[src/rtl/uart_cmd_pkg.sv]
// Shared definitions for the UART motion-command sequencer.
// Pure declarations, no latency.
// No flow control; consumers act on i_done strobes only.
package uart_cmd_pkg;

    localparam logic [7:0] SYNC_BYTE = 8'hA5;

    localparam int CMD_RIGHT = 0;
    localparam int CMD_LEFT  = 1;
    localparam int CMD_UP    = 2;
    localparam int CMD_DOWN  = 3;
    localparam int CMD_TRIG  = 4;

    typedef enum logic [1:0] {
        SYNC = 2'd0,
        CMD  = 2'd1,
        DUR  = 2'd2,
        CHK  = 2'd3
    } parse_state_t;

    typedef logic [4:0] cmd_pat_t;

    // A STOP frame (DUR=0) may carry any legal pattern; only CMD=0 with a hold time is rejected.
    function automatic logic frame_valid(input logic [7:0] cmd, input logic [7:0] dur,
                                         input logic [7:0] chk);
        return ((cmd ^ dur) == chk)
            && (cmd[7:5] == 3'b000)
            && !(cmd[CMD_RIGHT] && cmd[CMD_LEFT])
            && !(cmd[CMD_UP] && cmd[CMD_DOWN])
            && !((cmd == 8'h00) && (dur != 8'h00));
    endfunction

endpackage

[src/rtl/cmd_ms_tick.sv]
// Millisecond tick generator: pulses o_tick once every CLKS_PER_MS cycles after i_clear.
// Tick is combinational from the counter and lands on the last cycle of each ms.
// No backpressure; i_clear restarts the period.
module cmd_ms_tick #(
    parameter int CLKS_PER_MS = 25000
) (
    input  logic i_clk,
    input  logic i_rst_n,
    input  logic i_clear,
    output logic o_tick
);

    localparam int CW = (CLKS_PER_MS > 1) ? $clog2(CLKS_PER_MS) : 1;
    localparam logic [CW-1:0] LAST = CW'(CLKS_PER_MS - 1);

    logic [CW-1:0] cnt;

    always_ff @(posedge i_clk or negedge i_rst_n) begin
        if (!i_rst_n) begin
            cnt <= '0;
        end else if (i_clear || (cnt == LAST)) begin
            cnt <= '0;
        end else begin
            cnt <= cnt + 1'b1;
        end
    end

    assign o_tick = (cnt == LAST);

endmodule

[src/rtl/uart_cmd_sequencer.sv]
// Frames UART bytes into A5/CMD/DUR/CHK motion commands and drives timed outputs.
// Outputs and status pulses appear one cycle after the CHK byte strobe.
// No backpressure: one active run plus a one-deep pending slot, latest frame wins.
module uart_cmd_sequencer
    import uart_cmd_pkg::*;
#(
    parameter int CLKS_PER_MS      = 25000,
    parameter int FRAME_TIMEOUT_MS = 10
) (
    input  logic       i_clk,
    input  logic       i_rst_n,
    input  logic       i_done,
    input  logic [7:0] i_data,
    output logic       o_right,
    output logic       o_left,
    output logic       o_up,
    output logic       o_down,
    output logic       o_trigger,
    output logic       o_busy,
    output logic       o_frame_ok,
    output logic       o_err,
    output logic       o_ovr
);

    localparam int TW = (FRAME_TIMEOUT_MS > 1) ? $clog2(FRAME_TIMEOUT_MS + 1) : 1;
    localparam logic [TW-1:0] TO_LAST = TW'(FRAME_TIMEOUT_MS - 1);

    parse_state_t state_q, state_d;
    logic [7:0]   cmd_q, dur_q;
    logic [TW-1:0] to_ms_q;
    logic         to_tick, to_clear, to_fire;
    logic         frame_chk, frame_good, go_stop, go_run;

    cmd_pat_t     act_q, act_d, pend_pat_q, pend_pat_d, new_pat;
    logic [7:0]   rem_q, rem_d, pend_dur_q, pend_dur_d;
    logic         busy_q, busy_d, pend_vld_q, pend_vld_d;
    logic         run_tick, run_end, run_clear, load, ovr_d;
    logic         frame_ok_q, err_q, ovr_q;

    // Frame watchdog: counts whole ms between bytes; idle in SYNC.
    assign to_clear = i_done || (state_q == SYNC);
    assign to_fire  = (state_q != SYNC) && !i_done && to_tick && (to_ms_q == TO_LAST);

    cmd_ms_tick #(.CLKS_PER_MS(CLKS_PER_MS)) u_to_tick (
        .i_clk   (i_clk),
        .i_rst_n (i_rst_n),
        .i_clear (to_clear),
        .o_tick  (to_tick)
    );

    always_comb begin
        state_d   = state_q;
        frame_chk = 1'b0;
        if (to_fire) begin
            state_d = SYNC;
        end else if (i_done) begin
            case (state_q)
                SYNC:    if (i_data == SYNC_BYTE) state_d = CMD;
                CMD:     state_d = DUR;
                DUR:     state_d = CHK;
                CHK: begin
                    state_d   = SYNC;
                    frame_chk = 1'b1;
                end
                default: state_d = SYNC;
            endcase
        end
    end

    assign frame_good = frame_chk && frame_valid(cmd_q, dur_q, i_data);
    assign go_stop    = frame_good && (dur_q == 8'd0);
    assign go_run     = frame_good && (dur_q != 8'd0);
    assign new_pat    = cmd_q[4:0];

    cmd_ms_tick #(.CLKS_PER_MS(CLKS_PER_MS)) u_run_tick (
        .i_clk   (i_clk),
        .i_rst_n (i_rst_n),
        .i_clear (run_clear),
        .o_tick  (run_tick)
    );

    assign run_end   = busy_q && run_tick && (rem_q == 8'd1);
    assign run_clear = load || !busy_q;

    always_comb begin
        act_d      = act_q;
        busy_d     = busy_q;
        rem_d      = rem_q;
        pend_vld_d = pend_vld_q;
        pend_pat_d = pend_pat_q;
        pend_dur_d = pend_dur_q;
        ovr_d      = 1'b0;
        load       = 1'b0;
        if (go_stop) begin
            act_d      = '0;
            busy_d     = 1'b0;
            rem_d      = 8'd0;
            pend_vld_d = 1'b0;
        end else if (run_end) begin
            // Hand-over at run end never counts as an overwrite.
            if (pend_vld_q) begin
                act_d      = pend_pat_q;
                rem_d      = pend_dur_q;
                load       = 1'b1;
                pend_vld_d = go_run;
                pend_pat_d = new_pat;
                pend_dur_d = dur_q;
            end else if (go_run) begin
                act_d = new_pat;
                rem_d = dur_q;
                load  = 1'b1;
            end else begin
                act_d  = '0;
                busy_d = 1'b0;
                rem_d  = 8'd0;
            end
        end else begin
            if (busy_q && run_tick) rem_d = rem_q - 8'd1;
            if (go_run) begin
                if (!busy_q) begin
                    act_d  = new_pat;
                    busy_d = 1'b1;
                    rem_d  = dur_q;
                    load   = 1'b1;
                end else begin
                    ovr_d      = pend_vld_q;
                    pend_vld_d = 1'b1;
                    pend_pat_d = new_pat;
                    pend_dur_d = dur_q;
                end
            end
        end
    end

    always_ff @(posedge i_clk or negedge i_rst_n) begin
        if (!i_rst_n) begin
            state_q    <= SYNC;
            cmd_q      <= 8'd0;
            dur_q      <= 8'd0;
            to_ms_q    <= '0;
            act_q      <= '0;
            busy_q     <= 1'b0;
            rem_q      <= 8'd0;
            pend_vld_q <= 1'b0;
            pend_pat_q <= '0;
            pend_dur_q <= 8'd0;
            frame_ok_q <= 1'b0;
            err_q      <= 1'b0;
            ovr_q      <= 1'b0;
        end else begin
            state_q <= state_d;
            if (i_done && (state_q == CMD)) cmd_q <= i_data;
            if (i_done && (state_q == DUR)) dur_q <= i_data;
            if (to_clear)     to_ms_q <= '0;
            else if (to_tick) to_ms_q <= to_ms_q + 1'b1;
            act_q      <= act_d;
            busy_q     <= busy_d;
            rem_q      <= rem_d;
            pend_vld_q <= pend_vld_d;
            pend_pat_q <= pend_pat_d;
            pend_dur_q <= pend_dur_d;
            frame_ok_q <= frame_good;
            err_q      <= (frame_chk && !frame_good) || to_fire;
            ovr_q      <= ovr_d;
        end
    end

    assign o_right    = act_q[CMD_RIGHT];
    assign o_left     = act_q[CMD_LEFT];
    assign o_up       = act_q[CMD_UP];
    assign o_down     = act_q[CMD_DOWN];
    assign o_trigger  = act_q[CMD_TRIG];
    assign o_busy     = busy_q;
    assign o_frame_ok = frame_ok_q;
    assign o_err      = err_q;
    assign o_ovr      = ovr_q;

endmodule

[config.mk]
export PLATFORM = sky130hd
export DESIGN_NAME = uart_cmd_sequencer
export DESIGN_NICKNAME = d
export VERILOG_FILES = /design/src/rtl/uart_cmd_pkg.sv /design/src/rtl/cmd_ms_tick.sv /design/src/rtl/uart_cmd_sequencer.sv
export SDC_FILE = /design/constraint.sdc
export NUM_CORES = 1
export LEC_CHECK = 0
export ABC_AREA = 1
export BUFFER_PORTS_ARGS = -buffer_cell sky130_fd_sc_hd__buf_2
export CELL_PAD_IN_SITES_DETAIL_PLACEMENT = 2
export CELL_PAD_IN_SITES_GLOBAL_PLACEMENT = 2
export CORE_MARGIN = 1.5
export CORE_UTILIZATION = 39
export CTS_BUF_LIST = sky130_fd_sc_hd__clkbuf_16
export DETAILED_ROUTE_END_ITERATION = 7
export PLACE_DENSITY_LB_ADDON = 0.3
export SKIP_LAST_GASP = 1
export SYNTH_ARGS = -nofsm -noshare
export SYNTH_HDL_FRONTEND = slang
export SYNTH_HIERARCHICAL = 1
export SYNTH_SLANG_ARGS = --single-unit
[constraint.sdc]
create_clock -name i_clk -period 3.65 [get_ports i_clk]
set_input_delay 0.365 -clock i_clk [delete_from_list [all_inputs] [get_ports i_clk]]
set_output_delay 0.365 -clock i_clk [all_outputs]
set_load 0.02 [all_outputs]
==> results.tsv <==
metric	value	unit
YS warnings	6	
post-CTS sizing	0	
Max Cap Violations	0	
Final WS setup	0.674	ns
CP most frequent cell	nand2_1	
Critical-path top delay cell	dfrtp_1	
CTS Buffer Depth	2	
initial antenna violation count	0	
GRT Overall Usage	0.259	
Post-synth EDFFs	0	
Initial Util	0.396	
critical path fanouts, max	14	
Place WS	0.886	ns
Area Overhead vs Synth	10.6	%
worst-path cell chain	ha_1 > nand2_1 > nor3_1 > nand2_1 > nor3_1 > nand2_2 > inv_2 > nand4_1 > nor2_2 > inv_2 > o21ai_1 > inv_2 > nand2_4 > nand2_1 > nand2_1	
Sequential Power Share	0.410	
Crit Reg-Reg Startpoint	u_run_tick/cnt[1]	
clk_lat worst skew	0.35	ns
outcome	completed	
slowest stage delay, CP	0.41	ns
vias in the first global route	5485	
Final Skew	0.00774	ns
final hold vios	0	
drt first pass iters	4	
Slew HR	0.382	
reg2reg path depth	15	
switching power	0.00118	W
Final period util	0.815	
clock share of power	0.345	
cts bufs inserted	9	
most frequent cells in the layout	nand2_1 (233), dfrtp_1 (83), nor2_1 (74), inv_1 (65), nand3_1 (57)	
Buf/Inv on CP	3	
layout cells sized above 1	0.133	
die footprint	14000	µm²
Worst Setup End Kind	flop	
diode count	0	
number of clock sinks	83	
sw frac	0.378	
clk root buf	clkbuf_16	
Unique masters post-synth	35	
CTS tree	done	
Most Crowded Layer GR	met2	
Setup violations, final	0	
pwr/cell area	541	nW/µm²
Least-Margin Pin Slew	0.928	ns
ys flop type	dfrtp_1	
CP startpoint	u_run_tick/cnt[1]	
Post-synth ARST share	1.00	
post-route ant nets	0	
vias after detailed routing	4883	
Hold Path Class	input pin to async pin	
R2R setup slack	0.67	ns
hold_buf cts	0	
Cells after Synth	723	
post-CTS setup buffer count	0	
total wire length	17100	µm
Die Ht	119	µm
GRT met2 Usage	0.436	
pin count of the biggest net entering global routing	68	
drt wl/cell	18.6	µm
Core Region	13100	µm²
post-detail-place hpwl	11900	µm
worst vdd ir	0.302	mV
routability cong.	0.801	
Net Count, Synth	744	
port bufs	19	
minimum clock period	2.98	ns
Syn Area/Cell	7.20	µm²
kind of critical path	flop to flop	
met1 usage	0.342	
synthesized flop and latch total	83	
FMAX	336	MHz
DIE WIDTH	119	µm
vias per cell	5.32	
crit start category	flop	
met3 Use GR	0.0430	
H-Tree Depth	3	
Lkg Pwr	2.88	nW
Final TNS setup	0	ns
grt ovf	0	
Pint	0.00194	W
critical path data required time	3.93	ns
Iter 0 DRT Violations	310	
row count	42	
DR DRC count	0	
first-pass GRT wire length	28800	µm
commonest non-fill, non-tap cell in the layout	nand2_1	
register area share after synthesis	0.399	
clock-pin slew of the registers on the worst-case setup and hold paths	0.07	ns
RSZ-0062 raised after global routing	no	
fin. max-slew vios	0	
Crit path max-delay family	simple AND/OR/NAND/NOR gates	
Post-Syn Area	5200	µm²
Nets	758	
Top Ports	20	
WP data arrival	3.26	ns
Reg-to-Reg End	pend_dur_q[5]	
combinational share of power	0.246	
## Yosys cell counts, types with 7 or more instances
cell	count	area (µm²)
ha_1	10	125
inv_2	17	63.8
nand2_1	233	875
o21ai_0	45	225
nand4_1	19	119
a21oi_1	20	100
nand2_2	8	50.1
inv_1	65	244
nand3_1	57	285
xor2_1	14	123
nor2_2	15	93.8
nor3_1	7	35.0
clkbuf_1	7	26.3
nor2_4	7	78.8
dfrtp_1	83	2080
nor2_1	74	278
## layout make-up
class	instances	area, µm²
clock buffer	9	225
sequential	83	2080
fill	1588	7380
clock inverter	7	116
inverter	83	317
tap	176	220
timing repair buffer	21	113
multi-input combinational	539	2690
## cells by family after synthesis
logic type,count (synthesis),synth area share
simple gates,437,0.388
flops,83,0.399
fa+ha+maj,10,0.0240
xor+xnor,19,0.0320
buf+inv,101,0.0844
compound gates,73,0.0721
## through the flow
| step | cells | power [W] | hold WS, ns | util | area (µm²) |
|---|---|---|---|---|---|
| 6_report | 918 | 0.00311 | 0.141 | 0.438 | 5760 |
| 5_1_grt | 918 | 0.00330 | 0.234 | 0.438 | 5760 |
| 4_1_cts | 918 | 0.00315 | 0.190 | 0.438 | 5760 |
| 3_5_place_dp | 902 | 0.00202 | 0.462 | 0.412 | 5420 |
| 3_3_place_gp | 902 | 0.00196 | 0.458 | 0.412 | 5420 |
| 2_1_floorplan | 723 | 0.00176 | 0.0694 | - | 5200 |
## how the worst max path moves through the flow
stage | endpoint | slack [ns] | depth (start not counted)
global route | pend_dur_q[5] | 0.37 | 15
floorplan | pend_dur_q[0] | 1.32 | 15
CTS | pend_dur_q[5] | 0.69 | 15
global placement | pend_dur_q[2] | 1.08 | 15
finish | pend_dur_q[5] | 0.67 | 15
detailed placement | pend_dur_q[6] | 0.89 | 15
## power groups by stage
| stage | Combinational, W | Clock, W | Sequential, W |
|---|---|---|---|
| final | 0.000764 | 0.00107 | 0.00128 |
| after global routing | 0.000873 | 0.00113 | 0.00130 |
| after CTS | 0.000778 | 0.00110 | 0.00127 |
| after detailed placement | 0.000740 | 0 | 0.00128 |
| after global placement | 0.000685 | 0 | 0.00127 |
| after floorplan | 0.000597 | 0 | 0.00116 |
## worst register-to-register path, delay by kind of cell, from the launching register on
kind                     cells  cell delay [ns]
buffers and inverters        3             0.52
AO/OA/AOI/OAI                1             0.22
AND/OR/NAND/NOR             10             1.45
flip-flops                   1             0.41
adder cells (fa/ha/maj)      1             0.34
## flip-flops by register name (all words and copies together), names as in the netlist, 5 cells and up
register / flops
pend_dur_q: 8
cmd_q: 8
dur_q: 8
u_to_tick/cnt: 15
act_q: 5
u_run_tick/cnt: 15
pend_pat_q: 5
rem_q: 8
## routing by layer
layer | part of all wire | up-vias | wire, µm
met5 | 0 | - | 0
met4 | 0.017 | 0 | 289
met3 | 0.034 | 22 | 579
met2 | 0.50 | 67 | 8500
met1 | 0.45 | 2477 | 7690
li1 | - | 2317 | -
No activity file was read; power rests on OpenSTA's default activity.
